[config.mk]
export PLATFORM = sky130hd
export DESIGN_NAME = io_dma_sched_flat
export DESIGN_NICKNAME = d
export VERILOG_FILES = /design/src/rtl/io_dma_sched_if.sv /design/src/rtl/io_dma_sched.sv /design/src/flat_wrapper.sv
export SDC_FILE = /design/constraint.sdc
export NUM_CORES = 1
export LEC_CHECK = 0
export ABC_AREA = 1
export BUFFER_PORTS_ARGS = -buffer_cell sky130_fd_sc_hd__buf_2
export CAP_MARGIN = 20
export CORE_UTILIZATION = 45
export DETAILED_ROUTE_END_ITERATION = 10
export PLACE_DENSITY = 0.77
export SLEW_MARGIN = 40
export SYNTH_ARGS = -nofsm -noshare
export SYNTH_HDL_FRONTEND = slang
export SYNTH_SLANG_ARGS = --single-unit
export TNS_END_PERCENT = 30
[constraint.sdc]
create_clock -name clk -period 4.7 [get_ports clk]
set_input_delay 1.175 -clock clk [delete_from_list [all_inputs] [get_ports clk]]
set_output_delay 1.175 -clock clk [all_outputs]
set_load 0.03 [all_outputs]
[src/rtl/io_dma_sched_if.sv]
// Bus bundle for io_dma_sched: config slave, peripheral source, hub datapath controls and irq.
// The slave modport is the controller's view; master is the surrounding system's view.
interface io_dma_sched_if;
    logic        cfg_stb_i;
    logic        cfg_we_i;
    logic [1:0]  cfg_addr_i;
    logic [31:0] cfg_data_i;
    logic        cfg_ack_o;
    logic [31:0] cfg_data_o;
    logic        src_valid_i;
    logic [31:0] src_data_i;
    logic        src_ready_o;
    logic [31:0] hub_data_o;
    logic [31:0] hub_status_o;
    logic [31:0] hub_addr_first_o;
    logic [31:0] hub_addr_end_o;
    logic        hub_dma_stb_i;
    logic        hub_dma_ack_i;
    logic        irq_o;

    modport slave (
        input  cfg_stb_i, cfg_we_i, cfg_addr_i, cfg_data_i,
        input  src_valid_i, src_data_i, hub_dma_stb_i, hub_dma_ack_i,
        output cfg_ack_o, cfg_data_o, src_ready_o, hub_data_o, hub_status_o,
        output hub_addr_first_o, hub_addr_end_o, irq_o
    );

    modport master (
        output cfg_stb_i, cfg_we_i, cfg_addr_i, cfg_data_i,
        output src_valid_i, src_data_i, hub_dma_stb_i, hub_dma_ack_i,
        input  cfg_ack_o, cfg_data_o, src_ready_o, hub_data_o, hub_status_o,
        input  hub_addr_first_o, hub_addr_end_o, irq_o
    );
endinterface

[src/rtl/io_dma_sched.sv]
// io_dma_sched: sequences the I/O hub FIFO-to-DMA datapath. Alternates FILL bursts (source words
// pushed into the hub FIFO) with DRAIN bursts (hub DMA acks), counts beats and raises an irq.
// Optional drain watchdog enabled by defining IO_DMA_SCHED_WDT_EN.
module io_dma_sched #(
    parameter int unsigned FIFO_DEPTH = 8
`ifdef IO_DMA_SCHED_WDT_EN
    , parameter int unsigned WDT_CYCLES = 1024
`endif
) (
    input logic           clk,
    input logic           rst_n,
    io_dma_sched_if.slave bus
);
    localparam int unsigned OccW = $clog2(FIFO_DEPTH + 1);
    localparam logic [OccW-1:0] DepthOcc = OccW'(FIFO_DEPTH);

    typedef enum logic [1:0] {StIdle, StFill, StDrain, StDone} state_e;

    state_e          state_q, state_d;
    logic            ack_q, wr_pend_q;
    logic [1:0]      wr_addr_q;
    logic [31:0]     wr_data_q, rdata_q, rd_mux;
    logic            irq_en_q, done_q, err_q;
    logic [31:0]     addr_first_q, addr_end_q;
    logic [16:0]     pushed_q, len;
    logic [15:0]     beats_q;
    logic [OccW-1:0] occ_q;
    logic            req, busy, bad_range;
    logic            ctrl_wr, start, abort;
    logic            src_ready, push, drain_en, ack, dec, go, bad_start, spurious, wdt_trip;

    assign req       = bus.cfg_stb_i & ~ack_q;
    assign busy      = (state_q != StIdle);
    assign len       = {1'b0, addr_end_q[15:0]} - {1'b0, addr_first_q[15:0]} + 17'd1;
    assign bad_range = addr_end_q[15:0] < addr_first_q[15:0];
    // wr_pend_q is high exactly during the ack cycle; the write lands on the edge that ends it.
    assign ctrl_wr   = wr_pend_q && (wr_addr_q == 2'd0);
    assign abort     = ctrl_wr & wr_data_q[2];
    assign start     = ctrl_wr & wr_data_q[0] & ~wr_data_q[2];
    assign ack       = bus.hub_dma_ack_i;
    assign spurious  = ack && (occ_q == '0);
    assign dec       = (state_q == StDrain) && ack && (occ_q != '0);

`ifdef IO_DMA_SCHED_WDT_EN
    localparam int unsigned WdtW = $clog2(WDT_CYCLES + 1);
    logic [WdtW-1:0] wdt_q;

    // Cycles since the last ack while draining; cleared outside DRAIN so entry starts at zero.
    always_ff @(posedge clk or negedge rst_n) begin
        if (!rst_n) begin
            wdt_q <= '0;
        end else if (state_q != StDrain || ack) begin
            wdt_q <= '0;
        end else begin
            wdt_q <= wdt_q + 1'b1;
        end
    end

    assign wdt_trip = (state_q == StDrain) && !ack && (wdt_q == WdtW'(WDT_CYCLES - 1));
`else
    assign wdt_trip = 1'b0;
`endif

    // Next-state and datapath strobes.
    always_comb begin
        state_d   = state_q;
        src_ready = 1'b0;
        push      = 1'b0;
        drain_en  = 1'b0;
        go        = 1'b0;
        bad_start = 1'b0;
        unique case (state_q)
            StIdle: begin
                if (start && bad_range) begin
                    bad_start = 1'b1;
                end else if (start) begin
                    go      = 1'b1;
                    state_d = StFill;
                end
            end
            StFill: begin
                src_ready = (occ_q < DepthOcc) && (pushed_q < len);
                push      = src_ready & bus.src_valid_i;
                if ((occ_q + OccW'(push)) == DepthOcc || (pushed_q + 17'(push)) == len) begin
                    state_d = StDrain;
                end
            end
            StDrain: begin
                drain_en = 1'b1;
                if (wdt_trip) begin
                    state_d = StIdle;
                end else if (dec && occ_q == OccW'(1)) begin
                    state_d = (pushed_q == len) ? StDone : StFill;
                end
            end
            StDone: state_d = StIdle;
        endcase
        if (abort) state_d = StIdle;
    end

    // Read mux, evaluated on the strobe cycle.
    always_comb begin
        rd_mux = '0;
        unique case (bus.cfg_addr_i)
            2'd0: rd_mux = {30'd0, irq_en_q, 1'b0};
            2'd1: rd_mux = addr_first_q;
            2'd2: rd_mux = addr_end_q;
            2'd3: rd_mux = {beats_q, 13'd0, err_q, done_q, busy};
        endcase
    end

    // Config handshake: one-cycle registered ack, request captured on the strobe cycle.
    always_ff @(posedge clk or negedge rst_n) begin
        if (!rst_n) begin
            ack_q     <= 1'b0;
            wr_pend_q <= 1'b0;
            wr_addr_q <= '0;
            wr_data_q <= '0;
            rdata_q   <= '0;
        end else begin
            ack_q     <= req;
            wr_pend_q <= req & bus.cfg_we_i;
            if (req) begin
                wr_addr_q <= bus.cfg_addr_i;
                wr_data_q <= bus.cfg_data_i;
                rdata_q   <= rd_mux;
            end
        end
    end

    // Programmed registers and sticky flags; a flag-setting event beats a same-cycle clear.
    always_ff @(posedge clk or negedge rst_n) begin
        if (!rst_n) begin
            irq_en_q     <= 1'b0;
            addr_first_q <= '0;
            addr_end_q   <= '0;
            done_q       <= 1'b0;
            err_q        <= 1'b0;
        end else begin
            if (ctrl_wr) irq_en_q <= wr_data_q[1];
            if (wr_pend_q && wr_addr_q == 2'd1 && !busy) addr_first_q <= wr_data_q;
            if (wr_pend_q && wr_addr_q == 2'd2 && !busy) addr_end_q <= wr_data_q;
            if (state_q == StDone) done_q <= 1'b1;
            else if (go || (wr_pend_q && wr_addr_q == 2'd3)) done_q <= 1'b0;
            if (bad_start || spurious || wdt_trip) err_q <= 1'b1;
            else if (wr_pend_q && wr_addr_q == 2'd3) err_q <= 1'b0;
        end
    end

    // State register and transfer counters; counters hold across abort for readback.
    always_ff @(posedge clk or negedge rst_n) begin
        if (!rst_n) begin
            state_q  <= StIdle;
            pushed_q <= '0;
            beats_q  <= '0;
            occ_q    <= '0;
        end else begin
            state_q <= state_d;
            if (go) begin
                pushed_q <= '0;
                beats_q  <= '0;
                occ_q    <= '0;
            end else if (push) begin
                pushed_q <= pushed_q + 17'd1;
                occ_q    <= occ_q + 1'b1;
            end else if (dec) begin
                occ_q   <= occ_q - 1'b1;
                beats_q <= beats_q + 16'd1;
            end
        end
    end

    assign bus.cfg_ack_o        = ack_q;
    assign bus.cfg_data_o       = rdata_q;
    assign bus.src_ready_o      = src_ready;
    assign bus.hub_data_o       = bus.src_data_i;
    assign bus.hub_status_o     = {29'd0, push, drain_en, busy};
    assign bus.hub_addr_first_o = addr_first_q;
    assign bus.hub_addr_end_o   = addr_end_q;
    assign bus.irq_o            = irq_en_q & (done_q | err_q);
endmodule

[src/flat_wrapper.sv]
// flat-port wrapper written by rule: the top's interface ports become plain ports
module io_dma_sched_flat 
#(
    parameter int unsigned FIFO_DEPTH = 8

)
  (clk, rst_n, bus_cfg_stb_i, bus_cfg_we_i, bus_cfg_addr_i, bus_cfg_data_i, bus_src_valid_i, bus_src_data_i, bus_hub_dma_stb_i, bus_hub_dma_ack_i, bus_cfg_ack_o, bus_cfg_data_o, bus_src_ready_o, bus_hub_data_o, bus_hub_status_o, bus_hub_addr_first_o, bus_hub_addr_end_o, bus_irq_o);
  io_dma_sched_if bus_i ();
  input logic clk;
  input logic rst_n;
  input wire logic [$bits(bus_i.cfg_stb_i)-1:0] bus_cfg_stb_i;
  input wire logic [$bits(bus_i.cfg_we_i)-1:0] bus_cfg_we_i;
  input wire logic [$bits(bus_i.cfg_addr_i)-1:0] bus_cfg_addr_i;
  input wire logic [$bits(bus_i.cfg_data_i)-1:0] bus_cfg_data_i;
  input wire logic [$bits(bus_i.src_valid_i)-1:0] bus_src_valid_i;
  input wire logic [$bits(bus_i.src_data_i)-1:0] bus_src_data_i;
  input wire logic [$bits(bus_i.hub_dma_stb_i)-1:0] bus_hub_dma_stb_i;
  input wire logic [$bits(bus_i.hub_dma_ack_i)-1:0] bus_hub_dma_ack_i;
  output wire logic [$bits(bus_i.cfg_ack_o)-1:0] bus_cfg_ack_o;
  output wire logic [$bits(bus_i.cfg_data_o)-1:0] bus_cfg_data_o;
  output wire logic [$bits(bus_i.src_ready_o)-1:0] bus_src_ready_o;
  output wire logic [$bits(bus_i.hub_data_o)-1:0] bus_hub_data_o;
  output wire logic [$bits(bus_i.hub_status_o)-1:0] bus_hub_status_o;
  output wire logic [$bits(bus_i.hub_addr_first_o)-1:0] bus_hub_addr_first_o;
  output wire logic [$bits(bus_i.hub_addr_end_o)-1:0] bus_hub_addr_end_o;
  output wire logic [$bits(bus_i.irq_o)-1:0] bus_irq_o;
  assign bus_i.cfg_stb_i = bus_cfg_stb_i;
  assign bus_i.cfg_we_i = bus_cfg_we_i;
  assign bus_i.cfg_addr_i = bus_cfg_addr_i;
  assign bus_i.cfg_data_i = bus_cfg_data_i;
  assign bus_i.src_valid_i = bus_src_valid_i;
  assign bus_i.src_data_i = bus_src_data_i;
  assign bus_i.hub_dma_stb_i = bus_hub_dma_stb_i;
  assign bus_i.hub_dma_ack_i = bus_hub_dma_ack_i;
  assign bus_cfg_ack_o = bus_i.cfg_ack_o;
  assign bus_cfg_data_o = bus_i.cfg_data_o;
  assign bus_src_ready_o = bus_i.src_ready_o;
  assign bus_hub_data_o = bus_i.hub_data_o;
  assign bus_hub_status_o = bus_i.hub_status_o;
  assign bus_hub_addr_first_o = bus_i.hub_addr_first_o;
  assign bus_hub_addr_end_o = bus_i.hub_addr_end_o;
  assign bus_irq_o = bus_i.irq_o;
  io_dma_sched #(.FIFO_DEPTH(FIFO_DEPTH)) u_core (.clk(clk), .rst_n(rst_n), .bus(bus_i));
endmodule
======== After elaboration in Yosys (flattened, before gate mapping) ========
Cells that the tools add are included.
storage, ports and cells
  bits in registers ....................... 174
  output and inout port bits .............. 163
operators by class
  add/subtract/negate cells ............... 8
  magnitude comparators ................... 3
  equal/unequal tests ..................... 18
  muxes and demuxes ....................... 28
  bitwise operators ....................... 10
  reductions and logical operators ........ 29
operator list
  kind                     count
  $pmux W32 S4             1
  $mux W16                 3
  $add A17 B1 Y17 const B  2
  $eq A17 B17 Y1           2
  $mux W17                 2
  $add A17 B1 Y17          1
  $lt A17 B17 Y1           1
  $sub A16 B16 Y17         1
  $add A16 B1 Y16 const B  1
  $lt A16 B16 Y1           1
  $eq A2 B2 Y1 const B     6
  $logic_and A1 B1 Y1      12
  $mux W1                  12
  $mux W2                  6
  $mux W4                  3
  $reduce_bool A2 Y1       5
  $pmux W2 S4              1
  $and A1 B1 Y1            7
  $eq A2 B1 Y1 const B     3
  $logic_not A2 Y1         3
  $ne A3 B1 Y1 const B     2
  $ne A3 B2 Y1 const B     2
  $add A4 B1 Y4            1
  $add A4 B1 Y4 const B    1
  14 further kinds         17

======== Longest topological paths before layout ========
  depth after elaboration ................. 11
  mapped depth ............................ 38

======== Worst setup path before layout ========
Ideal clock, no wire load.
  kind .................................... register to output
  start point ............................. register u_core.addr_first_q[2] (netlist: u_core.bus.hub_addr_first_o[2])
  end point ............................... output bus_hub_status_o[2]
  data arrival time ....................... 3423 ps
  required time ........................... 3525 ps
  path slack .............................. 102 ps
  stages on the path, launching flop included .. 21
  path through ............................ dfrtp_1 -> inv_1 -> ha_1 -> fa_1 -> or2_2 -> nand3_1 -> nand2_1 -> nand2_1 -> nand2_1 -> nand2_1 -> nand2_1 -> ha_1 -> nand2_1 -> inv_1 -> o21ai_0 -> a21oi_1 -> nor2_1 -> o2111ai_1 -> nor3_1 -> buf_2 -> buf_4
on the way
  longest elaborated chain between the ends .. 6
RTL lines
  element                   line                 source
  start: declaration        io_dma_sched.sv:24   logic [31:0] addr_first_q, addr_end_q;
  start signal: assignment  io_dma_sched.sv:141  if (wr_pend_q && wr_addr_q == 2'd1 && !busy) addr_first_q <= wr_data_q;
  $sub A16 B16 Y17          io_dma_sched.sv:34   assign len = {1'b0, addr_end_q[15:0]} - {1'b0, addr_first_q[15:0]} + 17'd1;
  $add A17 B1 Y17           io_dma_sched.sv:34
  $lt A17 B17 Y1            io_dma_sched.sv:82   src_ready = (occ_q < DepthOcc) && (pushed_q < len);
  $logic_and A1 B1 Y1       io_dma_sched.sv:82
  $and A1 B1 Y1             io_dma_sched.sv:83   push = src_ready & bus.src_valid_i;
  $mux W1                   io_dma_sched.sv:72   unique case (state_q)
  end: declaration          flat_wrapper.sv:23   output wire logic [$bits(bus_i.hub_status_o)-1:0] bus_hub_status_o;
Every way passes these cells.

======== Final worst setup path ========
  start point ............................. register u_core.addr_end_q[12] (netlist: u_core.bus.hub_addr_end_o[12])
  end point ............................... register u_core.state_q[1]
on the way
  longest elaborated chain between the ends .. 10
  elaborated cells between the ends (all ways) .. 20
  classes of those cells .................. 4 x add/sub; 2 x order compare; 5 x eq/ne; 4 x mux; 1 x bitwise; 4 x reduce/logical
RTL lines
  element                                           line                 source
  start: declaration                                io_dma_sched.sv:24
  start signal: assignment                          io_dma_sched.sv:142  if (wr_pend_q && wr_addr_q == 2'd2 && !busy) addr_end_q <= wr_data_q;
  $sub A16 B16 Y17                                  io_dma_sched.sv:34
  $add A17 B1 Y17                                   io_dma_sched.sv:34
  $lt A17 B17 Y1                                    io_dma_sched.sv:82
  $logic_and A1 B1 Y1                               io_dma_sched.sv:82
  $and A1 B1 Y1                                     io_dma_sched.sv:83
  $add A17 B1 Y17 or $add A4 B1 Y4 (tied branches)  io_dma_sched.sv:84   if ((occ_q + OccW'(push)) == DepthOcc || (pushed_q + 17'(push)) == len) begin
  $eq A17 B17 Y1 or $eq A4 B4 Y1 (tied branches)    io_dma_sched.sv:84
  $logic_or A1 B1 Y1                                io_dma_sched.sv:84
  $ne A3 B1 Y1 (no source line)                     --
  $reduce_and A4 Y1 (no source line)                --
  end signal: assignment                            io_dma_sched.sv:153  state_q <= StIdle;
  end signal: assignment                            io_dma_sched.sv:158  state_q <= state_d;
  end: declaration                                  io_dma_sched.sv:19   state_e state_q, state_d;
Parallel ways exist; a longest one is shown, timed or not. The select of a mux whose other input is x is not followed.
A chain may end at the register's enable or synchronous reset.

==> results.yml <==
worst_setup_path:
  startpoint_type: "flip-flop"
  slowest_stage: "fa_1"
  worstPathArrival_ns: 5.50
  crit_start: "u_core.bus.hub_addr_end_o[12]$_DFFE_PN0P_"
  critPathMaxStageDelay_ns: 0.57
  r2r_setup_slack_ns: -0.44
  ff2ff_path_depth: 29
  crit_path_end_kind: "flip-flop"
  path_class: "flip-flop to flip-flop"
  required_ns: 5.06
  r2r-start: "u_core.bus.hub_addr_end_o[12]$_DFFE_PN0P_"
  path_max_fanout: 4
synth:
  async_reset_ff_share_pct: 100
  synth_seq_area_share_pct: 40.7
  synthCells: 1415
  synth_area_per_cell_um2: 7.56
  ys.flop_type: "dfrtp_1"
  synth_cell_types: 45
  synth_edf_count: 0
  ys.warnings.count: 0
  ys_ff_latch: 174
  syn-cell-area_um2: 10700
power:
  power_mw: 11.1
  ir_drop_mv: 0.426
  power.density_nw_per_um2: 832
  cell_internal_pwr_mw: 5.70
  p_sw_share_pct: 48.6
  power_leakage_nw: 6.84
  switching_power_mw: 5.39
  p_comb_share_pct: 66.7
  pwr-share-clk_pct: 12.9
  p_seq_share_pct: 20.4
timing:
  setup-violations-final: 4
  worst_slack_ns: -0.444
  worstMarginPinSlew_ns: 0.753
  fmax_mhz: 194
  relSlewSlack_pct: 49.8
  drv_slew: 0
  period_share_pct: 109
  clock-skew-final_ns: 0.00883
  layout_min_cycle_time_ns: 5.14
  rsz0062_at_grt: "yes"
  holdWs_ns: 0.490
  hold_viol_final: 0
finish:
  stdcell_area_um2: 13300
  final_util_pct: 57.0
  area_growth_pct: 24.6
  fin_nets: 1768
  drive_gt1_share_pct: 26.3
run_status:
  status: "finished with violations"
  violations: "setup timing"
floorplanning:
  ios: 236
  die_x_um: 156
  rows: 56
  core_area_um2: 23400
  dieArea_um2: 24400
  initial_core_util_pct: 45.7
  fp.dieH_um: 156
placement:
  dpl_cell_area_um2: 12100
  pre_cts_ws_ns: -0.463
  port_buffers: 141
  gp_congestion: 0.916
  hpwl_mm: 21.3
worst_hold_path:
  holdCritStartpoint: "u_core.bus.cfg_data_o[28]$_DFFE_PN0P_"
  hold_path_class: "flip-flop to flip-flop"
  hold_depth: 2
global_routing:
  first_global_vias: 9805
  grtUsageTotal_pct: 25.2
  antenna_found_initial: 1
  grt_first_pass_wirelength_mm: 48.6
  grt_max_degree: 106
  grt-ovfl-total: 0
route:
  vias: 10100
  postRouteWirelength_mm: 30.5
  drc: 0
  vias_per_cell: 5.17
  final_antenna_net_count: 0
  first_pass_iters: 5
  first_iter_violations: 865
  wl_per_cell_um: 15.6
clocking:
  cts_hold_buf: 0
  htree_levels: 4
  cts_buffers: 17
  clock_path_buffers: 2
  clock_latency_ns: 0.43
  cts_tree: "yes"
  clk_pin_slew_ns: 0.07
  cts_sinks: 174
  root_buffer: "clkbuf_16"
job:
  cap_viol_max_count: 0
-- cell type report --
cell class                      count  area (um2)
Tap cell                          319         399
Clock buffer                       18         439
Sequential cell                   174        4350
Inverter                          177         664
Timing Repair Buffer              272        1720
Clock inverter                     14         149
Multi-Input combinational cell    986        5600
Antenna cell                        1        2.50
Fill cell                        2090       10100
-- cell usage in the layout, fill, tap and decap left out, drive strengths merged, types with 19 or more instances in the layout --
cell type and count:
xor2 26, nand4 19, a21oi 38, nand3 83, nor3 20, dfrtp 174, buf 272, conb 29
inv 181, nor2 108, ha 59, nand2 399, o21ai 147
-- critical path: cells and delay by family, from the launching register on --
family | cells | cell delay [ns]
AOI/OAI and AO/OA | 4 | 0.58
xor gates and xnor gates | 1 | 0.17
adders and majority gates | 5 | 1.42
buffers and inverters | 1 | 0.08
DFF | 1 | 0.40
and+or+nand+nor | 18 | 2.41
-- metrics by stage --
stage,cells,TNS (ns)
CTS,1948,-1.28
global placement,1897,-0.664
detailed placement,1898,-0.993
floorplan,1443,0
global route,1960,-2.22
finish,1961,-1.66
-- flip-flops by register name (all words and copies together), names as in the netlist --
name / count
u_core.bus.cfg_data_o: 32
u_core.bus.hub_addr_end_o: 32
u_core.bus.hub_addr_first_o: 32
u_core.wr_data_q: 32
u_core.pushed_q: 17
u_core.beats_q: 16
u_core.occ_q: 4
u_core.state_q: 2
u_core.wr_addr_q: 2
u_core.bus.cfg_ack_o: 1
u_core.done_q: 1
u_core.err_q: 1
u_core.irq_en_q: 1
u_core.wr_pend_q: 1
-- routing by layer --
metal  up-vias  track usage (%)  routed length (um)
li1       4872                -                   -
met1      4887             32.5               13100
met2       318             43.2               15100
met3        50             4.74                1720
met4         2             6.82                 533
met5         -                0                  13
-- Yosys cell counts, drive strengths merged, types with 2 or more instances --
cell,number,area share [%]
clkbuf,34,1.2
buf,72,4.9
inv,174,6.1
a21o,2,0.14
a22o,2,0.16
ha,59,6.9
xor2,26,2.1
a21oi,38,1.8
a221oi,7,0.57
nor3,20,1.0
nand3,83,3.9
nand4,19,1.1
nor2,108,4.0
nand2,399,14
a31oi,13,0.76
dfrtp,174,41
fa,8,1.5
o41ai,2,0.16
nor4,2,0.12
clkinv,3,0.11
o31ai,5,0.35
xnor2,4,0.33
o21ai,147,6.9
nand3b,4,0.28
-- cell families after synthesis --
group,after synthesis,share of synthesized area [%]
AND/OR/NAND/NOR,636,24.7
buffers and inverters,283,12.3
AO/OA/AOI/OAI,224,11.4
flip-flops,174,40.7
adder cells (fa/ha/maj),67,8.39
XOR/XNOR,30,2.45
other,1,0.0350
-- power groups by stage --
stage	combinational, mW	clock, mW	sequential [mW]
finish	7.40	1.43	2.27
global route	8.13	1.50	2.33
CTS	6.51	1.44	2.25
detailed placement	6.30	0	2.27
global placement	6.12	0	2.25
floorplan	3.39	0	2.87
-- path summary, 6_finish.rpt --
path                                                              end
setup / recovery                        u_core.state_q[1]$_DFFE_PN0P_
hold / removal                  u_core.bus.cfg_data_o[28]$_DFFE_PN0P_
setup reg to reg                        u_core.state_q[1]$_DFFE_PN0P_
hold reg to reg                 u_core.bus.cfg_data_o[28]$_DFFE_PN0P_
max in group asynchronous  u_core.bus.hub_addr_first_o[6]$_DFFE_PN0P_
min in group asynchronous   u_core.bus.hub_addr_end_o[24]$_DFFE_PN0P_
-- repair_timing --
action / in CTS / in global routing
endpoints found under the setup margin: 4 / 5
gates resized for setup: 26 / 93
setup buffers: 18 / 13
pin swaps: 10 / 49
No activity file was read; power rests on OpenSTA's default activity.
